File: src/rtl/sap_pkg.sv
// Shared constants for the SAP controller-sequencer and datapath.
// Holds opcode encodings, one-hot T-state bit indices and the bit
// positions of each control line inside the packed control word.
package sap_pkg;

   // Opcode encodings (low 4 bits of the IR opcode field).
   localparam logic [3:0] OP_LDA = 4'h0;
   localparam logic [3:0] OP_ADD = 4'h1;
   localparam logic [3:0] OP_SUB = 4'h2;
   localparam logic [3:0] OP_STA = 4'h3;
   localparam logic [3:0] OP_LDI = 4'h4;
   localparam logic [3:0] OP_JMP = 4'h5;
   localparam logic [3:0] OP_JZ  = 4'h6;
   localparam logic [3:0] OP_JC  = 4'h7;
   localparam logic [3:0] OP_OUT = 4'hE;
   localparam logic [3:0] OP_HLT = 4'hF;

   // Bit index of each T-state in the one-hot t_state vector.
   localparam int unsigned T1_IDX = 0;
   localparam int unsigned T2_IDX = 1;
   localparam int unsigned T3_IDX = 2;
   localparam int unsigned T4_IDX = 3;
   localparam int unsigned T5_IDX = 4;
   localparam int unsigned T6_IDX = 5;

   // Control-word bit positions.
   localparam int unsigned CW_CP = 0;
   localparam int unsigned CW_EP = 1;
   localparam int unsigned CW_LP = 2;
   localparam int unsigned CW_LM = 3;
   localparam int unsigned CW_CE = 4;
   localparam int unsigned CW_WE = 5;
   localparam int unsigned CW_LI = 6;
   localparam int unsigned CW_EI = 7;
   localparam int unsigned CW_LA = 8;
   localparam int unsigned CW_EA = 9;
   localparam int unsigned CW_SU = 10;
   localparam int unsigned CW_EU = 11;
   localparam int unsigned CW_LB = 12;
   localparam int unsigned CW_LO = 13;
   localparam int unsigned CW_W  = 14;

   typedef logic [CW_W-1:0] ctrl_word_t;

endpackage

File: src/rtl/sap_ring_counter.sv
// One-hot T-state ring counter.
// Ports:
//   clk, clr_n   clock and asynchronous active-low reset (reset -> T1)
//   advance      move one state this cycle
//   early_ret    current state is the instruction's last; next advance goes to T1
//   t_state      one-hot current state, bit 0 = T1
//   wrap         this cycle's edge returns the ring to T1
module sap_ring_counter #(
   parameter int unsigned NUM_T = 6
) (
   input  logic             clk,
   input  logic             clr_n,
   input  logic             advance,
   input  logic             early_ret,
   output logic [NUM_T-1:0] t_state,
   output logic             wrap
);

   localparam logic [NUM_T-1:0] T_FIRST = {{(NUM_T-1){1'b0}}, 1'b1};

   logic [NUM_T-1:0] t_q, t_d;

   assign wrap = advance & (early_ret | t_q[NUM_T-1]);

   always_comb begin
      t_d = t_q;
      if (wrap) begin
         t_d = T_FIRST;
      end else if (advance) begin
         t_d = {t_q[NUM_T-2:0], 1'b0};
      end
   end

   always_ff @(posedge clk or negedge clr_n) begin
      if (!clr_n) begin
         t_q <= T_FIRST;
      end else begin
         t_q <= t_d;
      end
   end

   assign t_state = t_q;

endmodule

File: src/rtl/sap_ctrl_seq.sv
// SAP controller-sequencer: one-hot T-state sequencer plus instruction
// decoder producing the control word, halt latch and retired counter.
// Ports:
//   clk, clr_n                 clock, asynchronous active-low reset
//   opcode                     IR opcode field (upper bits must be 0)
//   zero_flag, carry_flag      registered ALU flags for JZ/JC
//   step_mode, step_req        single-step enable and advance pulse
//   cp..lo                     active-high control lines
//   t_state                    one-hot current T-state
//   halted                     HLT executed
//   instr_count                retired instructions (wraps)
module sap_ctrl_seq
   import sap_pkg::*;
#(
   parameter int unsigned OPC_W     = 4,
   parameter int unsigned NUM_T     = 6,
   parameter int unsigned EARLY_END = 1,
   parameter int unsigned CNT_W     = 16
) (
   input  logic             clk,
   input  logic             clr_n,
   input  logic [OPC_W-1:0] opcode,
   input  logic             zero_flag,
   input  logic             carry_flag,
   input  logic             step_mode,
   input  logic             step_req,
   output logic             cp,
   output logic             ep,
   output logic             lp,
   output logic             lm,
   output logic             ce,
   output logic             we,
   output logic             li,
   output logic             ei,
   output logic             la,
   output logic             ea,
   output logic             su,
   output logic             eu,
   output logic             lb,
   output logic             lo,
   output logic [NUM_T-1:0] t_state,
   output logic             halted,
   output logic [CNT_W-1:0] instr_count
);

   logic             op_ok;
   logic [3:0]       op;
   logic             go, hlt_t4, advance, at_last, early_ret, wrap;
   logic             halted_q, halted_d;
   logic [CNT_W-1:0] cnt_q, cnt_d;
   ctrl_word_t       cw;

   // Non-zero upper opcode bits turn the instruction into a NOP.
   assign op_ok = ((opcode >> 4) == '0);
   assign op    = opcode[3:0];
   assign go    = step_mode ? step_req : 1'b1;

   // HLT must not leave T4: the halting edge sets halted instead of advancing.
   assign hlt_t4  = t_state[T4_IDX] & op_ok & (op == OP_HLT);
   assign advance = go & ~halted_q & ~hlt_t4;

   always_comb begin
      at_last = t_state[T4_IDX];
      if (op_ok) begin
         case (op)
            OP_ADD, OP_SUB: at_last = t_state[T6_IDX];
            OP_LDA, OP_STA: at_last = t_state[T5_IDX];
            default:        at_last = t_state[T4_IDX];
         endcase
      end
   end

   assign early_ret = (EARLY_END != 0) & at_last;

   sap_ring_counter #(
      .NUM_T (NUM_T)
   ) u_ring (
      .clk       (clk),
      .clr_n     (clr_n),
      .advance   (advance),
      .early_ret (early_ret),
      .t_state   (t_state),
      .wrap      (wrap)
   );

   always_comb begin
      halted_d = halted_q | (go & hlt_t4);
      cnt_d    = wrap ? cnt_q + {{(CNT_W-1){1'b0}}, 1'b1} : cnt_q;
   end

   always_ff @(posedge clk or negedge clr_n) begin
      if (!clr_n) begin
         halted_q <= 1'b0;
         cnt_q    <= '0;
      end else begin
         halted_q <= halted_d;
         cnt_q    <= cnt_d;
      end
   end

   // Control decode; clr_n gates it so the word is quiet during reset.
   always_comb begin
      cw = '0;
      if (clr_n && !halted_q) begin
         if (t_state[T1_IDX]) begin
            cw[CW_EP] = 1'b1;
            cw[CW_LM] = 1'b1;
         end
         if (t_state[T2_IDX]) cw[CW_CP] = 1'b1;
         if (t_state[T3_IDX]) begin
            cw[CW_CE] = 1'b1;
            cw[CW_LI] = 1'b1;
         end
         if (t_state[T4_IDX] && op_ok) begin
            case (op)
               OP_LDA, OP_ADD, OP_SUB, OP_STA: begin
                  cw[CW_EI] = 1'b1;
                  cw[CW_LM] = 1'b1;
               end
               OP_LDI: begin
                  cw[CW_EI] = 1'b1;
                  cw[CW_LA] = 1'b1;
               end
               OP_JMP: begin
                  cw[CW_EI] = 1'b1;
                  cw[CW_LP] = 1'b1;
               end
               OP_JZ: begin
                  cw[CW_EI] = zero_flag;
                  cw[CW_LP] = zero_flag;
               end
               OP_JC: begin
                  cw[CW_EI] = carry_flag;
                  cw[CW_LP] = carry_flag;
               end
               OP_OUT: begin
                  cw[CW_EA] = 1'b1;
                  cw[CW_LO] = 1'b1;
               end
               default: ;
            endcase
         end
         if (t_state[T5_IDX] && op_ok) begin
            case (op)
               OP_LDA: begin
                  cw[CW_CE] = 1'b1;
                  cw[CW_LA] = 1'b1;
               end
               OP_ADD, OP_SUB: begin
                  cw[CW_CE] = 1'b1;
                  cw[CW_LB] = 1'b1;
               end
               OP_STA: begin
                  cw[CW_EA] = 1'b1;
                  cw[CW_WE] = 1'b1;
               end
               default: ;
            endcase
         end
         if (t_state[T6_IDX] && op_ok && (op == OP_ADD || op == OP_SUB)) begin
            cw[CW_EU] = 1'b1;
            cw[CW_LA] = 1'b1;
            cw[CW_SU] = (op == OP_SUB);
         end
      end
   end

   assign cp          = cw[CW_CP];
   assign ep          = cw[CW_EP];
   assign lp          = cw[CW_LP];
   assign lm          = cw[CW_LM];
   assign ce          = cw[CW_CE];
   assign we          = cw[CW_WE];
   assign li          = cw[CW_LI];
   assign ei          = cw[CW_EI];
   assign la          = cw[CW_LA];
   assign ea          = cw[CW_EA];
   assign su          = cw[CW_SU];
   assign eu          = cw[CW_EU];
   assign lb          = cw[CW_LB];
   assign lo          = cw[CW_LO];
   assign halted      = halted_q;
   assign instr_count = cnt_q;

endmodule

File: config.mk
export PLATFORM = sky130hd
export DESIGN_NAME = sap_ctrl_seq
export DESIGN_NICKNAME = d
export VERILOG_FILES = /design/src/rtl/sap_pkg.sv /design/src/rtl/sap_ring_counter.sv /design/src/rtl/sap_ctrl_seq.sv
export SDC_FILE = /design/constraint.sdc
export NUM_CORES = 1
export LEC_CHECK = 0
export CAP_MARGIN = 20
export CORE_ASPECT_RATIO = 0.9
export CORE_MARGIN = 3
export CORE_UTILIZATION = 49
export DETAILED_ROUTE_END_ITERATION = 8
export DONT_BUFFER_PORTS = 1
export PLACE_DENSITY = 0.68
export SETUP_SLACK_MARGIN = 0.1
export SYNTH_ARGS = -nofsm -noshare
export SYNTH_HDL_FRONTEND = slang
export SYNTH_HIERARCHICAL = 1
export SYNTH_SLANG_ARGS = --single-unit
File: constraint.sdc
create_clock -name clk -period 4.1 [get_ports clk]
set_input_delay 0.82 -clock clk [delete_from_list [all_inputs] [get_ports clk]]
set_output_delay 0.82 -clock clk [all_outputs]
set_load 0.02 [all_outputs]
## Word-level counts from Yosys, hierarchy flattened

Cells that the tools add are included.

- Register bits after elaboration: 23
- Output and inout port bits: 37
- Input port bits: 10

- Bitwise logic cells: 9
- Mux-type cells: 26
- Reductions and logical operators: 11
- Add/sub/neg operators: 1
- Eq/ne operators: 9

Operators with widths:

| kind | count |
|---|---|
| adder 16 x 1 -> 16 bit, second input constant | 1 |
| == test 4 x 3 -> 1 bit, second input constant | 4 |
| two-way mux 1 bit | 15 |
| two-way mux 14 bit | 1 |
| two-way mux 6 bit | 2 |
| == test 4 x 2 -> 1 bit, second input constant | 2 |
| == test 4 bit, second input constant | 2 |
| two-way mux 2 bit | 4 |
| case mux 1 bit (3 select lines) | 2 |
| OR reduction 6 bit | 1 |
| bitwise AND 1 bit | 5 |
| == test 4 x 1 -> 1 bit, second input constant | 1 |
| logical NOT 4 bit | 1 |
| OR reduction 2 bit | 2 |
| OR reduction 4 bit | 1 |
| two-way mux 3 bit | 1 |
| OR reduction 3 bit | 1 |
| logical AND 1 bit | 2 |
| inverter 1 bit | 2 |
| bitwise OR 1 bit | 2 |
| case mux 1 bit (2 select lines) | 1 |
| nonzero test 2 bit | 1 |
| logical NOT 1 bit | 1 |
| logical OR 1 bit | 1 |

## Longest topological paths before layout

Gate-level depths: netlist of run 1.

- Depth in word-level cells: 8
- Mapped depth: 11
- Depth with buffers taken out: 9

## By module

The synthesis of run 1 kept the hierarchy.

Modules (own cells, without submodules):

| module | area each (um^2) | times used | cells an instance |
|---|---|---|---|
| sap_ctrl_seq | 982.2 | 1 | 103 |
| sap_ring_counter | 264.0 | 1 | 26 |

## Worst setup path before layout of run 1

Ideal clock, no wire load.

- Path type: in2out
- From: input opcode[0]
- To: output ei
- Buffers on the path: 1
- Cell stages on the path: 5
- Data required time: 3.280 ns
- Arrival time: 2.005 ns
- Slack: 1.275 ns
- Path through: buf_2 -> nand2b_1 -> nand3_1 -> a21oi_1 -> nor4b_1

- Cells in the longest elaborated chain, start to end: 5

Ends and longest elaborated chain:

| element | RTL line | text |
|---|---|---|
| start: declaration | sap_ctrl_seq.sv:22 | `input logic [OPC_W-1:0] opcode,` |
| == test 4 x 1 -> 1 bit, or another cell as far along | sap_ctrl_seq.sv:115 | `case (op)` |
| OR reduction 6 bit (no source line) | - |  |
| case mux 1 bit (3 select lines) (*) | sap_ctrl_seq.sv:115 |  |
| two-way mux 3 bit (*) | sap_ctrl_seq.sv:114 | `if (t_state[T4_IDX] && op_ok) begin` |
| two-way mux 14 bit (*) | sap_ctrl_seq.sv:104 | `if (clr_n && !halted_q) begin` |
| end: declaration | sap_ctrl_seq.sv:34 | `output logic ei,` |

Mark *: on every way between the ends. The rest lies on a longest branch, timed or not.

## Final worst setup path of run 1

- From: register u_ring.t_q[3] (netlist: u_ring/t_state[3])
- To: output lo

- Cells in the longest elaborated chain, start to end: 2

Ends and longest elaborated chain:

| element | RTL line | text |
|---|---|---|
| start: declaration | sap_ring_counter.sv:21 | `logic [NUM_T-1:0] t_q, t_d;` |
| start signal: assignment | sap_ring_counter.sv:38 | `t_q <= t_d;` |
| two-way mux 1 bit | sap_ctrl_seq.sv:114 |  |
| two-way mux 14 bit | sap_ctrl_seq.sv:104 |  |
| end: declaration | sap_ctrl_seq.sv:40 | `output logic lo,` |

No other way between the ends.

==> results of run 1 <==
-- metrics by stage --
step / utilization / instances / cell area [sq um] / hold slack, ns
after detailed placement: 0.557 / 156 / 1280 / 0.525
final: 0.568 / 160 / 1310 / 0.197
after global routing: 0.568 / 160 / 1310 / 0.164
after floorplan: - / 129 / 1250 / 0.524
after global placement: 0.557 / 156 / 1280 / 0.525
after CTS: 0.568 / 160 / 1310 / 0.182
-- sequential cells by signal (all words and copies together), names as in the netlist --
register,cells
u_ring/t_state,6
halted,1
instr_count,16
-- cell usage after synthesis (all sizes together) --
cell	instances
a21oi	5
nand3	8
nand4b	1
o31ai	1
a31oi	2
and2	5
nor3	3
or2	2
and4	1
ha	1
nor2b	3
o22ai	5
mux2i	2
nand4	5
nand2b	1
dfstp	1
buf	3
inv	8
o21ai	1
nor2	11
and3	2
nor4	2
nand2	14
mux2	2
dfrtp	22
xnor2	12
nor4b	2
xor2	4
-- logic make-up after synthesis --
| logic type | after synthesis | share of synthesized area |
|---|---|---|
| AND/OR/NAND/NOR | 60 | 0.271 |
| flip-flops | 23 | 0.463 |
| XOR/XNOR | 16 | 0.112 |
| AO/OA/AOI/OAI | 14 | 0.0653 |
| buffers and inverters | 11 | 0.0412 |
| multiplexers | 4 | 0.0371 |
| adder cells (fa/ha/maj) | 1 | 0.0100 |
-- cells in the final DEF (no fill, tap or decap), types with 3 or more instances in the layout --
cell type / instances
sky130_fd_sc_hd__a21oi_1: 5
sky130_fd_sc_hd__and2_1: 5
sky130_fd_sc_hd__buf_4: 3
sky130_fd_sc_hd__clkbuf_4: 3
sky130_fd_sc_hd__dfrtp_1: 22
sky130_fd_sc_hd__inv_1: 8
sky130_fd_sc_hd__nand2_1: 14
sky130_fd_sc_hd__nand3_1: 8
sky130_fd_sc_hd__nand4_1: 4
sky130_fd_sc_hd__nor2_1: 10
sky130_fd_sc_hd__nor2b_1: 3
sky130_fd_sc_hd__o22ai_1: 5
sky130_fd_sc_hd__xnor2_1: 12
sky130_fd_sc_hd__xor2_1: 4
-- final cells by class --
| type | instances | area, sq um | area share |
|---|---|---|---|
| Multi-Input combinational cell | 95 | 618 | 0.473 |
| Sequential cell | 23 | 577 | 0.441 |
| Tap cell | 27 | 33.8 | 0.0258 |
| Inverter | 8 | 30.0 | 0.0230 |
| Clock buffer | 4 | 26.3 | 0.0201 |
| Timing Repair Buffer | 3 | 22.5 | 0.0172 |
-- report_power, final --
group	internal (mW)	switching [mW]
combinational	0.00898	0.00968
sequential	0.231	0.0111
clock	0.0379	0.0602
-- routing by layer --
layer / global-route usage / wire [microns] / part of all wire
met4: 0.0264 / 7 / 0.0027
met1: 0.239 / 1220 / 0.48
met2: 0.256 / 1130 / 0.44
met3: 0.0671 / 206 / 0.080
met5: 0 / 0 / 0
-- path summary, 6_finish.rpt --
path | cells after the start | slack [ns] | from | endpoint
max reg2reg | 9 | 1.67 | u_ring/t_state[3] | instr_count[15]
min reg2reg | 2 | 0.60 | u_ring/t_state[0] | u_ring/t_state[1]
min in group clk | 2 | 0.60 | u_ring/t_state[0] | u_ring/t_state[1]
max | 2 | 1.38 | u_ring/t_state[3] | lo
min | 0 | 0.20 | clr_n | instr_count[6]
max in group asynchronous | 0 | 3.73 | clr_n | u_ring/t_state[0]
==> results.txt, run 1 <==
Walking the worst path, the cells encountered are nand3_1 > nor4_1. The diode insertion count for antenna repair came out at 0. In the final design database the tool counted 145 nets. The clock latency on the worst-skew pair is approximately 0.30 ns. STA classifies the critical path startpoint as a flip-flop.

The number of failing hold endpoints at the final stage is 0. At the worst endpoint, the required time is 3.28 ns. In the final layout, the share of cells above drive strength 1 is 0.0977. The setup fix buffers added after clock tree synthesis came out at 0. STA classifies the critical path endpoint as a primary output. The die is between 50 and 60 microns tall. The number of clock sinks is 23. The area enclosed by the die boundary is about 0.0032 sq mm. Along the worst path, the maximum fanout reaches 9. Based on the critical path, the design can be clocked at up to 0.368 GHz. Setup repair after global routing left no endpoint under its margin. The data arrival time of the worst path came out at about 1.9 ns. The path class of the tightest hold or removal check is input port to async pin. The post-synthesis instance total came out at 129. The number of vias in the routed layout came out at 940.

The detailed router finished its first iteration with 38 violations. The iteration count of the initial detailed-routing pass came out at 4. The post-route clock period utilization came out at 0.664. For this design the static power due to leakage is between 0.5 and 0.6 nW. The aggregate global-route resource usage came out at 0.171. The final critical path time including I/O delays and setup is ~2.7 ns. The clock root buffer master is sky130_fd_sc_hd__clkbuf_4. The number of global-route vias before repair is roughly 880.

The hold-fix buffer count after cts came out at 0. The wire length after detailed routing is roughly 2600 microns. Summed over all instances, the cell type with the most area after synthesis is sky130_fd_sc_hd__dfrtp_1. The global-route wire length before repair came out at around 4100 microns. The post-synthesis register bit count is 23. The total power consumption of the routed design came out at around 0.36 mW. The critical path is of the flip-flop to primary output type.

The warning count from the yosys run is 6. After global routing the overflow that remains totals 0. The post-detailed-placement half-perimeter wirelength came out at 1880 microns. The largest buffer count on any clock path came out at 2. The critical path buffer and inverter count came out at 0. The max-slew violation total from the final report came out at 0. Using the TritonRoute via totals, the vias-per-cell ratio works out to 5.88. Setup violations remaining at the end of the flow were counted as 0. The count of filler cells inserted in the layout came out at 216. The flow ran to the end, and the final reports show no timing, DRC or antenna violations.

The worst setup slack before clock tree synthesis came out at approximately 1.4 ns. From synthesis to final layout, the design area changed by 4.92%. The synthesized area per cell is 9.66 sq um. The worst stage delay on the critical path came out at between 0.7 and 0.8 ns. Once the clock tree was built, the resizer swapped 0 gates to a different size. The final weighted congestion in routability-driven placement came out at 0.751. Entering global routing, the biggest net connects 26 pins. TritonCTS built the clock tree.

CTS built an H-tree with a depth of 1. The post-synthesis cell type count is 34. The total power density per cell area came out at roughly 270 mW/mm^2. Sorting the synthesized cells by area gives the leading types as sky130_fd_sc_hd__dfrtp_1 (44%), sky130_fd_sc_hd__xnor2_1 (8.4%), sky130_fd_sc_hd__nand2_1 (4.2%), sky130_fd_sc_hd__nand3_1 (3.2%), sky130_fd_sc_hd__nor2_1 (3.0%).

The maximum VDD drop is 0.294 mV. The starting density of the core came out at 0.541. The category of cells accounting for the largest share of critical-path delay is simple AND/OR/NAND/NOR gates. In this run, CTS created clock tree buffers numbering 3. The remaining number of nets flagged by the antenna check after routing came out at 0. For this design, the slowest cell found on the critical path is sky130_fd_sc_hd__nor4_1. The netlist area before placement is 0.00125 sq mm. After clock tree synthesis, the clock-pin slew on the worst setup and hold paths is between 0.1 and 0.15 ns. The initial antenna violation count came to 0. Between clock sinks in the finished design, the worst skew comes to 0.00185 ns. The horizontal die dimension came out at 59.2 microns.

The count of buffers from port buffering came out at 0. The worst slew margin relative to its limit came out at 0.386. The sum of negative setup slack is 0 ns. The core footprint is 0.00230 sq mm. The count of boundary I/O pins is 47. The worst setup slack after layout is approximately 1.4 ns. The routed wire length per instance is 16.0 microns.

The share of Yosys cell area claimed by the top area cell type came out at 0.442. Across the run, the number of max-cap violations was 0. The proportion of synthesized chip area in sequential cells came out at 0.463. For the pin with the worst max-slew slack, the measured transition is 0.912 ns. The total DRC errors in the routed layout is 0. Row generation in the floorplan step produced 16 rows.

The number of nets handed over by synthesis was 140.
(Power assumes the default switching activity.)
==> run 2, diff against run 1 <==
==> constraint.sdc (replaced) <==
create_clock -name clk -period 2.75 [get_ports clk]
set_input_delay 0.55 -clock clk [delete_from_list [all_inputs] [get_ports clk]]
set_output_delay 0.55 -clock clk [all_outputs]
set_load 0.02 [all_outputs]
==> run 2 against run 1 <==
Compared with the run above: clock power rose by 55%; power rose by 54%; die area did not move; critical path depth rose by 2; clock-buffer cell count did not move; first-iteration DRC count rose by 63%; via count rose by 4.4%; routed wire length rose by 3.5%; flip-flop and latch count did not move; final cell count rose by 3.1%; hold slack got worse by 0.14 ns.
==> results.txt, run 2 (synthesis results as in run 1) <==
The most frequent standard cell in the layout excluding fill and tap cells is sky130_fd_sc_hd__dfrtp_1. The kind of capture point of the worst setup path is a primary output. The number of flip-flops under the largest register name is 16 (unchanged). The endpoint identified for the worst register-to-register timing path is instr_count[15].

The worst-path cell with the longest stage delay is sky130_fd_sc_hd__dfrtp_1. The combined flip-flop and latch cell area came to 577 sq um (unchanged). The total DRC errors in the routed layout is 0 (unchanged). The worst slew margin relative to its limit came to 0.362 (-0.0245).

The final design area excluding fillers is 0.00135 sq mm (+3.1%). The power dissipated by switching net loads came out at 0.133 mW (+64%). The path class of the tightest hold or removal check is input port to async pin.

The fraction of final layout cells sized beyond drive strength 1 was 0.123 (+0.0254). The area of the multi-input gates is 618 sq um (unchanged). The worst reg-to-reg path cell count is 9 (unchanged).

In the layout the commonest cells are sky130_fd_sc_hd__dfrtp_1 (22), sky130_fd_sc_hd__nand2_1 (14), sky130_fd_sc_hd__xnor2_1 (12). The area enclosed by the die boundary came out at 0.00319 sq mm (unchanged). The worst setup path is launched from a flip-flop. The clock latency on the worst-skew pair came out at 0.31 ns (about the same).

The largest buffer count on any clock path is 2 (unchanged). The starting density of the core is 0.541 (unchanged). The total power density per cell area came out at 409 mW/mm^2 (+49%).

The switching fraction of total power is 0.242 (+0.0157). The count of filler cells inserted in the layout came out at 190 (-12%). The DRC violation total after the first TritonRoute iteration came to 62 (+63%). The transition at the pin with the smallest max-transition slack is 0.954 ns (+0.0421 ns). The max-slew violation total from the final report is 0 (unchanged).

The clock slew at the register clock pins of the worst setup and hold paths came out at 0.12 ns (about the same). The count of instances resized after the clock tree is built is 0 (unchanged). The count of buffers from port buffering is 0 (unchanged).

The net total in the final layout is 150 (+3.4%). The tree is rooted in a sky130_fd_sc_hd__clkbuf_4. The number of global-route vias before repair came out at 909 (+3.4%). The row count came out at 16 (unchanged). The floorplan die height is 53.8 microns (unchanged). The wire length after detailed routing came out at 2650 microns (+3.5%).

The maximum number of pins on one net before global-route repair is 23 (-12%). The diode insertion count for antenna repair came out at 0 (unchanged). The instance area at placement came out at 0.00131 sq mm (+2.3%). The most critical setup path has its endpoint at su. The global-route wire length before repair is 4130 microns (+0.68%). The data arrival time of the worst path came to 1.88 ns (-0.02 ns).

The total setup violations reported at the end of the flow is 0 (unchanged). The post-detailed-route via-to-cell ratio is 5.95 (+1.2%). The startpoint identified for the worst register-to-register timing path is u_ring/t_state[3].

The total overflow reported by the global router came to 0 (unchanged). The iteration count of the initial detailed-routing pass is 4 (unchanged). The worst stage delay on the critical path came out at 0.50 ns (-0.23 ns). The total number of H-tree levels is 1 (unchanged). Tracing the worst setup path back leads to its startpoint at halted. The remaining number of nets flagged by the antenna check after routing came out at 0 (unchanged). The flow ran to the end, and the final reports show no timing, DRC or antenna violations.

The required time reported for the critical path endpoint was 2.20 ns (-1.08 ns). The number of max-cap violations is 0 (unchanged). The peak clock frequency supported by timing came out at 0.411 GHz. Traced cell by cell, the critical path runs through nor2b_1 > nand2_1 > nor4b_1 > buf_4.

The routed wire length per instance came out at 16.1 microns (+0.38%). The count of boundary I/O pins came out at 47 (unchanged). The aggregate global-route resource usage came to 0.172 (+0.00154). The number of clock sinks came out at 23 (unchanged). The worst clock skew on the final layout is 0.00962 ns (+0.00777 ns). The design internal power is 0.418 mW (+51%). The number of failing hold endpoints at the final stage came out at 0 (unchanged).

The power share of the clock group is 0.277 (+0.003). The logic gate share of total power was 0.081 (+0.029). The post-route clock period utilization came out at 0.885. The number of vias in the routed layout was 981 (+4.4%).

The core footprint is 0.00230 sq mm (unchanged). The number of buffers created by CTS came to 3 (unchanged). The sum of negative setup slack came to 0 ns (unchanged).

The reported leakage power was 0.589 nW (+4.4%). The initial antenna violation count is 0 (unchanged). The post-detailed-placement half-perimeter wirelength is 1970 microns (+4.4%). The horizontal die dimension came to 59.2 microns (unchanged). The CTS tree is done. The maximum fanout encountered on the critical timing path is 7 (-2). The layout overhead on the synthesized area came out at 8.13%.

Setup repair after global routing left no endpoint under its margin. The worst-case register-to-register setup slack came out at 0.51 ns (-1.16 ns). The maximum VDD drop is 0.392 mV (+33%). The relative contribution of sequential cells to total power is 0.642 (-0.032). The final critical path time including I/O delays and setup came out at 2.43 ns.

The worst setup path is of the flip-flop to primary output kind. The final weighted congestion in routability-driven placement came out at 0.736 (-2.0%).
==> run 2: cell count changes in the layout (fill, tap and decap cells not counted), sizes merged <==
cell / before / now
buf: 3 / 7
dlygate4sd3: 0 / 1
==> run 2: critical path, delay by kind of cell (launching register included) <==
| family | cells | cell delay (ns) |
|---|---|---|
| simple gates | 3 | 0.89 |
| flops | 1 | 0.50 |
| buf+inv | 1 | 0.20 |
==> run 2: layout make-up <==
cell class	count	share of cell area
inverters	8	0.0223
flip-flops and latches	23	0.428
multi-input cells	95	0.459
well taps	27	0.0251
repair buffers	8	0.0464
clock buffers	4	0.0195
==> run 2: worst min-delay path by stage <==
stage | from | endpoint | cells after the start
final | clr_n | u_ring/t_state[0] | 0
after global routing | clr_n | u_ring/t_state[0] | 0
after CTS | clr_n | u_ring/t_state[0] | 0
after detailed placement | clr_n | instr_count[14] | 0
after global placement | clr_n | halted | 0
after floorplan | clr_n | halted | 0
==> run 2: power groups by stage <==
stage	logic (mW)	registers, mW	clock network [mW]
after floorplan	0.0286	0.363	0
after global placement	0.0364	0.360	0
after detailed placement	0.0373	0.361	0
after global routing	0.0492	0.355	0.171
after CTS	0.0449	0.354	0.158
final	0.0447	0.354	0.152
==> run 2: repair_timing <==
item,CTS,global route
hold endpoints to repair,22,0
buffers inserted,0,0
hold buffers,1,0
==> run 2: metrics by stage <==
step | power [mW] | std cells | hold slack, ns | utilization | setup WS [ns]
finish | 0.551 | 165 | 0.0591 | 0.585 | 0.317
global route | 0.575 | 165 | 0.0349 | 0.585 | 0.118
CTS | 0.557 | 165 | 0.0518 | 0.585 | 0.328
detailed placement | 0.398 | 160 | 0.255 | 0.570 | 0.259
global placement | 0.397 | 160 | 0.255 | 0.570 | 0.315
floorplan | 0.392 | 129 | 0.254 | - | 0.265
==> run 2: metal layers <==
| metal | GRT usage | share of wire |
|---|---|---|
| met1 | 0.225 | 0.45 |
| met3 | 0.0671 | 0.077 |
| met5 | 0 | 0 |
| met4 | 0.0453 | 0.0068 |
| met2 | 0.268 | 0.47 |
